$ cat config.mk
export PLATFORM = sky130hd
export DESIGN_NAME = can_frame_receiver
export DESIGN_NICKNAME = d
export VERILOG_FILES = /design/src/rtl/can_frame_receiver.sv
export SDC_FILE = /design/constraint.sdc
export NUM_CORES = 1
export LEC_CHECK = 0
export BUFFER_PORTS_ARGS = -buffer_cell sky130_fd_sc_hd__buf_2
export CORE_ASPECT_RATIO = 1.2
export CORE_MARGIN = 1
export CORE_UTILIZATION = 27
export DETAILED_ROUTE_END_ITERATION = 8
export SYNTH_ARGS = -nofsm -noshare
export SYNTH_HDL_FRONTEND = slang
export SYNTH_SLANG_ARGS = --single-unit
$ cat constraint.sdc
create_clock -name clk -period 4.1 [get_ports clk]
set_clock_uncertainty 0.05 [all_clocks]
set_input_delay 0.41 -clock clk [delete_from_list [all_inputs] [get_ports clk]]
set_output_delay 0.41 -clock clk [all_outputs]
set_load 0.02 [all_outputs]
$ cat src/rtl/can_frame_receiver.sv
// CAN 2.0A bit-level frame receiver: destuffs, parses and checks one standard-ID frame
// and presents {RTR, ID, data} with DLC on frame completion.
module can_frame_receiver #(
    parameter int unsigned IDLE_BITS = 1,
    parameter logic [14:0] CRC_POLY  = 15'h4599
) (
    input  logic        clk,
    input  logic        rst,
    input  logic        bit_en,
    input  logic        rxd,
    output logic [75:0] payload,
    output logic [3:0]  dlc,
    output logic        frame_valid,
    output logic        crc_err,
    output logic        stuff_err,
    output logic        form_err,
    output logic        busy
);
    typedef enum logic [3:0] {
        S_IDLE_WAIT, S_IDLE, S_ID, S_CTRL, S_DATA, S_CRC,
        S_CRC_DEL, S_ACK, S_ACK_DEL, S_EOF, S_ERROR
    } state_t;

    localparam logic [3:0] IDLE_N = 4'(IDLE_BITS);

    state_t      state;
    logic [3:0]  idle_cnt;
    logic [6:0]  bit_cnt;
    logic        run_val;
    logic [2:0]  run_cnt;
    logic [14:0] crc_calc;
    logic [14:0] crc_rx;
    logic [10:0] id_rx;
    logic        rtr_rx;
    logic [3:0]  dlc_rx;
    logic [63:0] data_rx;

    logic        stuffed;
    logic        stuff_bit;
    logic [14:0] crc_step;
    logic [6:0]  data_bits;
    logic [3:0]  idle_inc;

    always_comb begin
        stuffed   = (state inside {S_ID, S_CTRL, S_DATA, S_CRC});
        stuff_bit = stuffed && (run_cnt == 3'd5);
        crc_step  = {crc_calc[13:0], 1'b0} ^ ((rxd ^ crc_calc[14]) ? CRC_POLY : '0);
        data_bits = (dlc_rx > 4'd8) ? 7'd64 : {dlc_rx, 3'b000};
        idle_inc  = idle_cnt + 4'd1;
    end

    always_ff @(posedge clk or negedge rst) begin
        if (!rst) begin
            state       <= S_IDLE_WAIT;
            idle_cnt    <= '0;
            bit_cnt     <= '0;
            run_val     <= 1'b0;
            run_cnt     <= '0;
            crc_calc    <= '0;
            crc_rx      <= '0;
            id_rx       <= '0;
            rtr_rx      <= 1'b0;
            dlc_rx      <= '0;
            data_rx     <= '0;
            payload     <= '0;
            dlc         <= '0;
            frame_valid <= 1'b0;
            crc_err     <= 1'b0;
            stuff_err   <= 1'b0;
            form_err    <= 1'b0;
            busy        <= 1'b0;
        end else begin
            frame_valid <= 1'b0;
            crc_err     <= 1'b0;
            stuff_err   <= 1'b0;
            form_err    <= 1'b0;
            if (bit_en) begin
                if (stuff_bit) begin
                    if (rxd == run_val) begin
                        stuff_err <= 1'b1;
                        busy      <= 1'b0;
                        idle_cnt  <= '0;
                        state     <= S_ERROR;
                    end else begin
                        run_val <= rxd;
                        run_cnt <= 3'd1;
                    end
                end else begin
                    if (stuffed) begin
                        if (rxd == run_val) begin
                            run_cnt <= run_cnt + 3'd1;
                        end else begin
                            run_val <= rxd;
                            run_cnt <= 3'd1;
                        end
                    end
                    unique case (state)
                        S_IDLE_WAIT, S_ERROR: begin
                            if (rxd) begin
                                idle_cnt <= idle_inc;
                                if (idle_inc >= IDLE_N) state <= S_IDLE;
                            end else begin
                                idle_cnt <= '0;
                            end
                        end
                        S_IDLE: begin
                            if (!rxd) begin
                                state    <= S_ID;
                                busy     <= 1'b1;
                                crc_calc <= '0;
                                run_val  <= 1'b0;
                                run_cnt  <= 3'd1;
                                bit_cnt  <= '0;
                                data_rx  <= '0;
                            end
                        end
                        S_ID: begin
                            crc_calc <= crc_step;
                            id_rx    <= {id_rx[9:0], rxd};
                            if (bit_cnt == 7'd10) begin
                                bit_cnt <= '0;
                                state   <= S_CTRL;
                            end else begin
                                bit_cnt <= bit_cnt + 7'd1;
                            end
                        end
                        S_CTRL: begin
                            crc_calc <= crc_step;
                            bit_cnt  <= bit_cnt + 7'd1;
                            if (bit_cnt == 7'd0) rtr_rx <= rxd;
                            if (bit_cnt >= 7'd3) dlc_rx <= {dlc_rx[2:0], rxd};
                            if (bit_cnt == 7'd1 && rxd) begin
                                form_err <= 1'b1;
                                busy     <= 1'b0;
                                idle_cnt <= '0;
                                state    <= S_ERROR;
                            end else if (bit_cnt == 7'd6) begin
                                bit_cnt <= '0;
                                // the last DLC bit is still on rxd, so decide on the shifted value
                                state <= (rtr_rx || {dlc_rx[2:0], rxd} == 4'd0) ? S_CRC : S_DATA;
                            end
                        end
                        S_DATA: begin
                            crc_calc <= crc_step;
                            data_rx[6'(7'd63 - bit_cnt)] <= rxd;
                            if (bit_cnt == data_bits - 7'd1) begin
                                bit_cnt <= '0;
                                state   <= S_CRC;
                            end else begin
                                bit_cnt <= bit_cnt + 7'd1;
                            end
                        end
                        S_CRC: begin
                            crc_rx <= {crc_rx[13:0], rxd};
                            if (bit_cnt == 7'd14) begin
                                bit_cnt <= '0;
                                state   <= S_CRC_DEL;
                            end else begin
                                bit_cnt <= bit_cnt + 7'd1;
                            end
                        end
                        S_CRC_DEL: begin
                            if (crc_rx != crc_calc) begin
                                crc_err  <= 1'b1;
                                busy     <= 1'b0;
                                idle_cnt <= '0;
                                state    <= S_ERROR;
                            end else if (!rxd) begin
                                form_err <= 1'b1;
                                busy     <= 1'b0;
                                idle_cnt <= '0;
                                state    <= S_ERROR;
                            end else begin
                                state <= S_ACK;
                            end
                        end
                        S_ACK: state <= S_ACK_DEL;
                        S_ACK_DEL: begin
                            if (!rxd) begin
                                form_err <= 1'b1;
                                busy     <= 1'b0;
                                idle_cnt <= '0;
                                state    <= S_ERROR;
                            end else begin
                                bit_cnt <= '0;
                                state   <= S_EOF;
                            end
                        end
                        S_EOF: begin
                            if (!rxd) begin
                                form_err <= 1'b1;
                                busy     <= 1'b0;
                                idle_cnt <= '0;
                                state    <= S_ERROR;
                            end else if (bit_cnt == 7'd6) begin
                                frame_valid <= 1'b1;
                                payload     <= {rtr_rx, id_rx, data_rx};
                                dlc         <= dlc_rx;
                                busy        <= 1'b0;
                                idle_cnt    <= 4'd7;
                                state       <= (IDLE_N == 4'd1) ? S_IDLE : S_IDLE_WAIT;
                            end else begin
                                bit_cnt <= bit_cnt + 7'd1;
                            end
                        end
                        default: state <= S_IDLE_WAIT;
                    endcase
                end
            end
        end
    end
endmodule

==> impl_metrics.json, run 1 <==
{
  "ant_nets": 0,
  "wl_um": 25600,
  "synth_edf_count": 0,
  "cts.clk_slew.worst_paths_ps": 60,
  "status": "finished clean",
  "ys_ff_latch": 214,
  "synth_flop_cell": "dfrtp_1",
  "num_antenna_cells": 0,
  "hold_viol": 0,
  "gp_congestion": 0.858,
  "cp-end-kind": "flip-flop",
  "synth_top_family_by_area": "compound AO/OA/AOI/OAI gates",
  "io_pins": 89,
  "startpoint_type": "flip-flop",
  "tns_ps": 0,
  "critPathArrivalTime_ps": 3160,
  "synthesis.area_um2": 10100,
  "tightest_slew_ps": 990,
  "vias": 7358,
  "cts_hold_buf": 1,
  "yosys.area.top_type": "dfrtp_1",
  "r2r_start": "state[0]",
  "cp.required_ps": 4460,
  "wl_per_cell_um": 17.3,
  "slew_viol_final": 0,
  "combPwrFrac_pct": 26.3,
  "portBuffers": 88,
  "synth_warnings": 0,
  "rsz0062_at_grt": "false",
  "synth_mux_area_share_pct": 12.6,
  "cts_buffers": 24,
  "grt.overflow.total": 0,
  "power.leakage_nw": 5.66,
  "synthArstFlopShare_pct": 100,
  "reg2reg_depth": 6,
  "core.rowCount": 77,
  "fillers": 3754,
  "worstPathCellList": "nor4b_1 > a21bo_2 > o221ai_1 > a211oi_2 > o21ai_1 > mux2_2",
  "yosysMostFrequentCell": "dfrtp_1",
  "die_h_um": 214,
  "grt_usage_pct": 13.6,
  "remaining_drc_errors": 0,
  "syn_nets": 937,
  "cts_sinks": 214,
  "cts_resized": 0,
  "ys_types": 73,
  "die_w_um": 179,
  "startpoint": "state[0]",
  "hpwlAfterDp_um": 17200,
  "yosys.area_share.simple_pct": 10.4,
  "core_area_um2": 36900,
  "layout.nets": 1006,
  "grt_antenna_before_repair": 0,
  "cp_slowest_stage_delay_ps": 670,
  "peakVddDrop_uv": 271,
  "fin_crit_ps": 2800,
  "reg2reg_to": "state[2]",
  "slowest_stage": "nor4b_1",
  "hp-class": "input pin to flip-flop",
  "p_seq_share_pct": 40.1,
  "clk_latency_ps": 530,
  "avgSynthCellArea_um2": 11.0,
  "max_slew_margin_pct": 33.8,
  "synthAdderAreaFrac_pct": 1.36,
  "critPathKind": "flip-flop to flip-flop",
  "setup_viol": 0,
  "p_per_area_nw_per_um2": 532,
  "final_layout_size_suffix_gt1_share_pct": 26.2,
  "ys_top_cells_by_count": "214 x dfrtp_1, 133 x o21ai_0, 89 x mux2_2",
  "period_share_pct": 68.3,
  "maxCapViolations": 0,
  "die-area_um2": 38200,
  "cts-root-buf": "clkbuf_16",
  "cts_max_level": 1,
  "drt_iter0_markers": 586,
  "clockBufferDepth": 3,
  "p_sw_mw": 2.13,
  "postCtsSetupBuffers": 0,
  "synth_top_area_share_pct": 53.0,
  "first_pass_iters": 5,
  "start_util_pct": 27.4,
  "fmax_mhz": 357,
  "synth_xor_area_share_pct": 2.86,
  "grt_pass1_wl_um": 41600,
  "rrSetupSlack_ps": 1300,
  "intPower_mw": 4.11,
  "seq_area_frac_synth_pct": 53.0,
  "grt_max_degree": 105,
  "ys_top_cells_by_area": "dfrtp_1 53%, mux2_2 9.9%, o21ai_0 6.6%",
  "synth_compound_area_share_pct": 16.0,
  "grt_pass1_vias": 7253,
  "synthCells": 922,
  "final_core_util_pct": 31.8,
  "path_max_fanout": 26,
  "clockPowerShare_pct": 33.5,
  "cts_tree": "yes",
  "sw_frac_of_total_pct": 34.1,
  "area_growth_pct": 16.2,
  "routed_via_density": 4.96,
  "crit_end": "state[2]"
}
worst min path at each step:
stage	startpoint	endpoint	slack (ps)	cells past startpoint
CTS	bit_en	run_cnt[0]	160	3
floorplan	rst	bit_cnt[0]	60	0
finish	bit_en	run_cnt[0]	190	3
global placement	payload[45]	payload[45]	410	1
detailed placement	payload[45]	payload[45]	420	1
global route	bit_en	run_cnt[0]	180	3
state kept, by name, summed over array words and instances (netlist names), 3 cells and up:
signal    count
payload      76
data_rx      64
crc_calc     15
crc_rx       15
id_rx        11
bit_cnt       7
dlc           4
dlc_rx        4
idle_cnt      4
state         4
run_cnt       3
kinds of logic (layout without fill, tap and decap cells):
kind of cell	Yosys count	in the layout
flops	214	214
xor+xnor	33	33
mux	113	113
compound gates	274	274
buf+inv	76	162
fa+ha+maj	11	11
simple gates	201	201
cells in the final DEF (no fill, tap or decap), types with 6 or more instances in the layout:
cell / netlist / layout
mux2_2: 89 / 89
nor3_1: 12 / 11
or3_1: 6 / 6
and2_1: 7 / 7
inv_1: 14 / 14
clkinv_2: 0 / 8
a22o_1: 16 / 16
clkbuf_16: 0 / 24
buf_2: 13 / 87
buf_4: 2 / 14
nor2_1: 31 / 31
clkbuf_8: 0 / 7
nand2b_1: 7 / 7
a21oi_1: 66 / 66
nand3_1: 12 / 12
ha_1: 11 / 11
xor2_1: 18 / 18
nor2b_1: 7 / 7
mux2_1: 22 / 22
a31oi_1: 6 / 6
dfrtp_1: 214 / 214
o21ai_0: 133 / 132
o31ai_1: 8 / 8
nand2_1: 80 / 80
xnor2_1: 15 / 15
through the flow:
stage          std cells  area, µm²  setup WS [ps]  total power, mW  hold slack, ps
2_1_floorplan        922      10100           1770             3.72            64.4
3_5_place_dp        1438      11000           1380             4.17             422
5_1_grt             1482      11700           1100             6.59             184
6_report            1482      11700           1300             6.25             188
4_1_cts             1482      11700           1380             6.29             164
3_3_place_gp        1438      11000           1430             4.14             412
power groups by stage:
stage                     registers, mW  clock network, mW  logic, mW
after floorplan                    2.43                  0       1.29
after global placement             2.54                  0       1.60
after detailed placement           2.54                  0       1.62
after CTS                          2.50               2.15       1.64
after global routing               2.54               2.23       1.81
final                              2.51               2.09       1.64
routing by layer:
| layer | GRT usage, % | vias to the layer above | routed length, µm |
|---|---|---|---|
| met5 | 0 | - | 0 |
| met4 | 4.01 | 0 | 699 |
| met3 | 2.24 | 52 | 1300 |
| met2 | 22.2 | 212 | 12400 |
| met1 | 18.2 | 3647 | 11200 |
| li1 | - | 3447 | - |
cell type report:
class	count	area [µm²]	area share (%)
clock buffer	32	701	5.97
clock inverter	11	72.6	0.618
inverter	15	56.3	0.479
multi-input combinational	632	4380	37.3
sequential	214	5360	45.6
tap	474	593	5.05
timing repair buffer	104	586	4.99
critical path: cells and delay by family, from the launching register on:
family           cells  cell delay (ps)
multiplexers         1              380
AO/OA/AOI/OAI        4              930
AND/OR/NAND/NOR      1              670
flip-flops           1              660
(Power assumes the default switching activity.)
==> run 2: changes to the inputs <==
clock period = 2.3 ns   (was 4.1 ns; I/O delays follow)
==> run 2 against run 1 <==
Via count rose by 4.2%. Sequential power rose by 75%. Power increased by 96%. Register-to-register slack lost 1200 ps. Critical path depth up 1. Sequential share of layout area down 3.2 points. Fmax rose by 26%. Clock power grew 94%. Non-clock buffer count is 80 higher. Core utilization up 2.4 points. Sequential cell count is the same. Global-route usage rose by 0.28 points. Highest routed layer unchanged.
==> impl_metrics.json, run 2 (synthesis gave the netlist of run 1 again) <==
{
  "cts_buffers": 24,
  "die-area_um2": 38200,
  "wl_per_cell_um": 17.3,
  "fillers": 3681,
  "peakVddDrop_uv": 548,
  "ant_nets": 0,
  "wl_um": 27000,
  "intPower_mw": 8.26,
  "p_per_area_nw_per_um2": 968,
  "hold_viol": 0,
  "grt.overflow.total": 0,
  "status": "finished clean",
  "critPathKind": "flip-flop to flip-flop",
  "cp.required_ps": 2660,
  "placedInstanceArea_um2": 11600,
  "final_area_um2": 12600,
  "num_antenna_cells": 0,
  "fin_ws_ps": 80.6,
  "hold_slack_ps": 36.2,
  "final_layout_size_suffix_gt1_share_pct": 32.1,
  "reg2reg_to": "dlc[0]",
  "core_area_um2": 36900,
  "maxCapViolations": 0,
  "cts_tree": "yes",
  "tightest_slew_ps": 551,
  "core.rowCount": 77,
  "cts_sinks": 214,
  "post-place-ws_ps": 47.6,
  "final_cell_mix": "212 x dfrtp_1, 132 x o21ai_0, 88 x mux2_2",
  "p_seq_share_pct": 35.9,
  "fmax_mhz": 451,
  "top_regs": "payload (76), data_rx (64)",
  "hold_end": "run_val",
  "final_cells": 1563,
  "io_pins": 89,
  "grt_max_degree": 61,
  "clk_latency_ps": 530,
  "path_max_fanout": 18,
  "rrSetupSlack_ps": 80,
  "portBuffers": 88,
  "finalPower_mw": 12.2,
  "combPwrFrac_pct": 31.0,
  "p_sw_mw": 3.96,
  "routed_via_density": 4.91,
  "cp-end-kind": "flip-flop",
  "period_share_pct": 96.5,
  "cts-root-buf": "clkbuf_16",
  "hpwlAfterDp_um": 18600,
  "hold_path_startpoint": "bit_en",
  "hp-class": "input pin to flip-flop",
  "setup_viol": 0,
  "slew_viol_final": 0,
  "vias": 7669,
  "top_register": "payload",
  "largest_register_ffs": 76,
  "gp_congestion": 0.871,
  "power.leakage_nw": 6.15,
  "clockPowerShare_pct": 33.2,
  "grt_pass1_vias": 7602,
  "layout.nets": 1086,
  "start_util_pct": 27.4,
  "grt_usage_pct": 13.9,
  "sw_frac_of_total_pct": 32.4,
  "r2r_start": "state[2]",
  "area_growth_pct": 24.9,
  "startpoint_type": "flip-flop",
  "die_w_um": 179,
  "remaining_drc_errors": 0,
  "die_h_um": 214,
  "grt_pass1_wl_um": 42600,
  "cts_max_level": 1,
  "clockBufferDepth": 3,
  "grt_antenna_before_repair": 0,
  "critPathArrivalTime_ps": 2580,
  "reg2reg_depth": 7,
  "first_pass_iters": 7,
  "fin_crit_ps": 2220,
  "hold_depth": 3,
  "rsz0062_at_grt": "true",
  "cts.clk_slew.worst_paths_ps": 60,
  "layout_commonest_cell": "dfrtp_1",
  "dp.cells": 1513,
  "drt_iter0_markers": 545,
  "max_slew_margin_pct": 63.3
}
## run 2: cell types whose count changed in the layout (fill, tap and decap cells not counted), moves of 4 or more
cell / delta
clkbuf_8: -4
buf_12: +8
bufinv_16: +4
buf_4: +69
clkbuf_1: +4
## run 2: final cells by class
class / count / area (µm²) / area share [%]
multi-input combinational: 632 / 4440 / 35.2
clock inverter: 12 / 174 / 1.38
inverter: 15 / 56.3 / 0.446
sequential: 214 / 5360 / 42.4
clock buffer: 32 / 661 / 5.23
tap: 474 / 593 / 4.70
timing repair buffer: 184 / 1340 / 10.6
## run 2: per-stage QoR
stage | setup TNS [ps] | util [%]
2_1_floorplan | 0 | -
3_3_place_gp | 0 | 31.5
3_5_place_dp | 0 | 31.5
4_1_cts | 0 | 33.8
5_1_grt | -457 | 34.2
6_report | 0 | 34.2
## run 2: routing by layer
layer	track usage (%)	vias to the layer above	wire length, µm
met5	0	-	0
met4	3.98	0	767
met3	2.10	47	1240
met2	23.6	212	13400
met1	18.0	3790	11600
li1	-	3620	-
## run 2: worst max-delay path by stage
| stage | slack (ps) | endpoint | from |
|---|---|---|---|
| 6_report | 80 | dlc[0] | state[2] |
| 5_1_grt | -50 | state[1] | dlc_rx[3] |
| 4_1_cts | 30 | state[1] | dlc_rx[3] |
| 3_5_place_dp | 50 | state[2] | dlc_rx[3] |
| 3_3_place_gp | 90 | state[2] | dlc_rx[3] |
| 2_1_floorplan | 20 | payload[10] | run_cnt[0] |
## run 2: power groups by stage
stage               Sequential, mW  Combinational (mW)  Clock [mW]
floorplan                     4.34                2.29           0
global route                  4.43                4.14        4.29
detailed placement            4.44                3.64           0
CTS                           4.38                3.67        4.14
global placement              4.42                3.61           0
finish                        4.38                3.78        4.05
## run 2: timing repair
item,in CTS,in global routing
setup buffers,0,3
hold endpoints to repair,56,0
gates resized for setup,0,15
hold buffers,1,0
endpoints found under the setup margin,0,91
## run 2: critical path: stages, from the launching register on
cell	delay, ps
dfrtp_1	460
buf_4	220
and4bb_2	350
nand2_1	100
nor3_4	150
buf_4	200
clkbuf_16	210
mux2_2	340
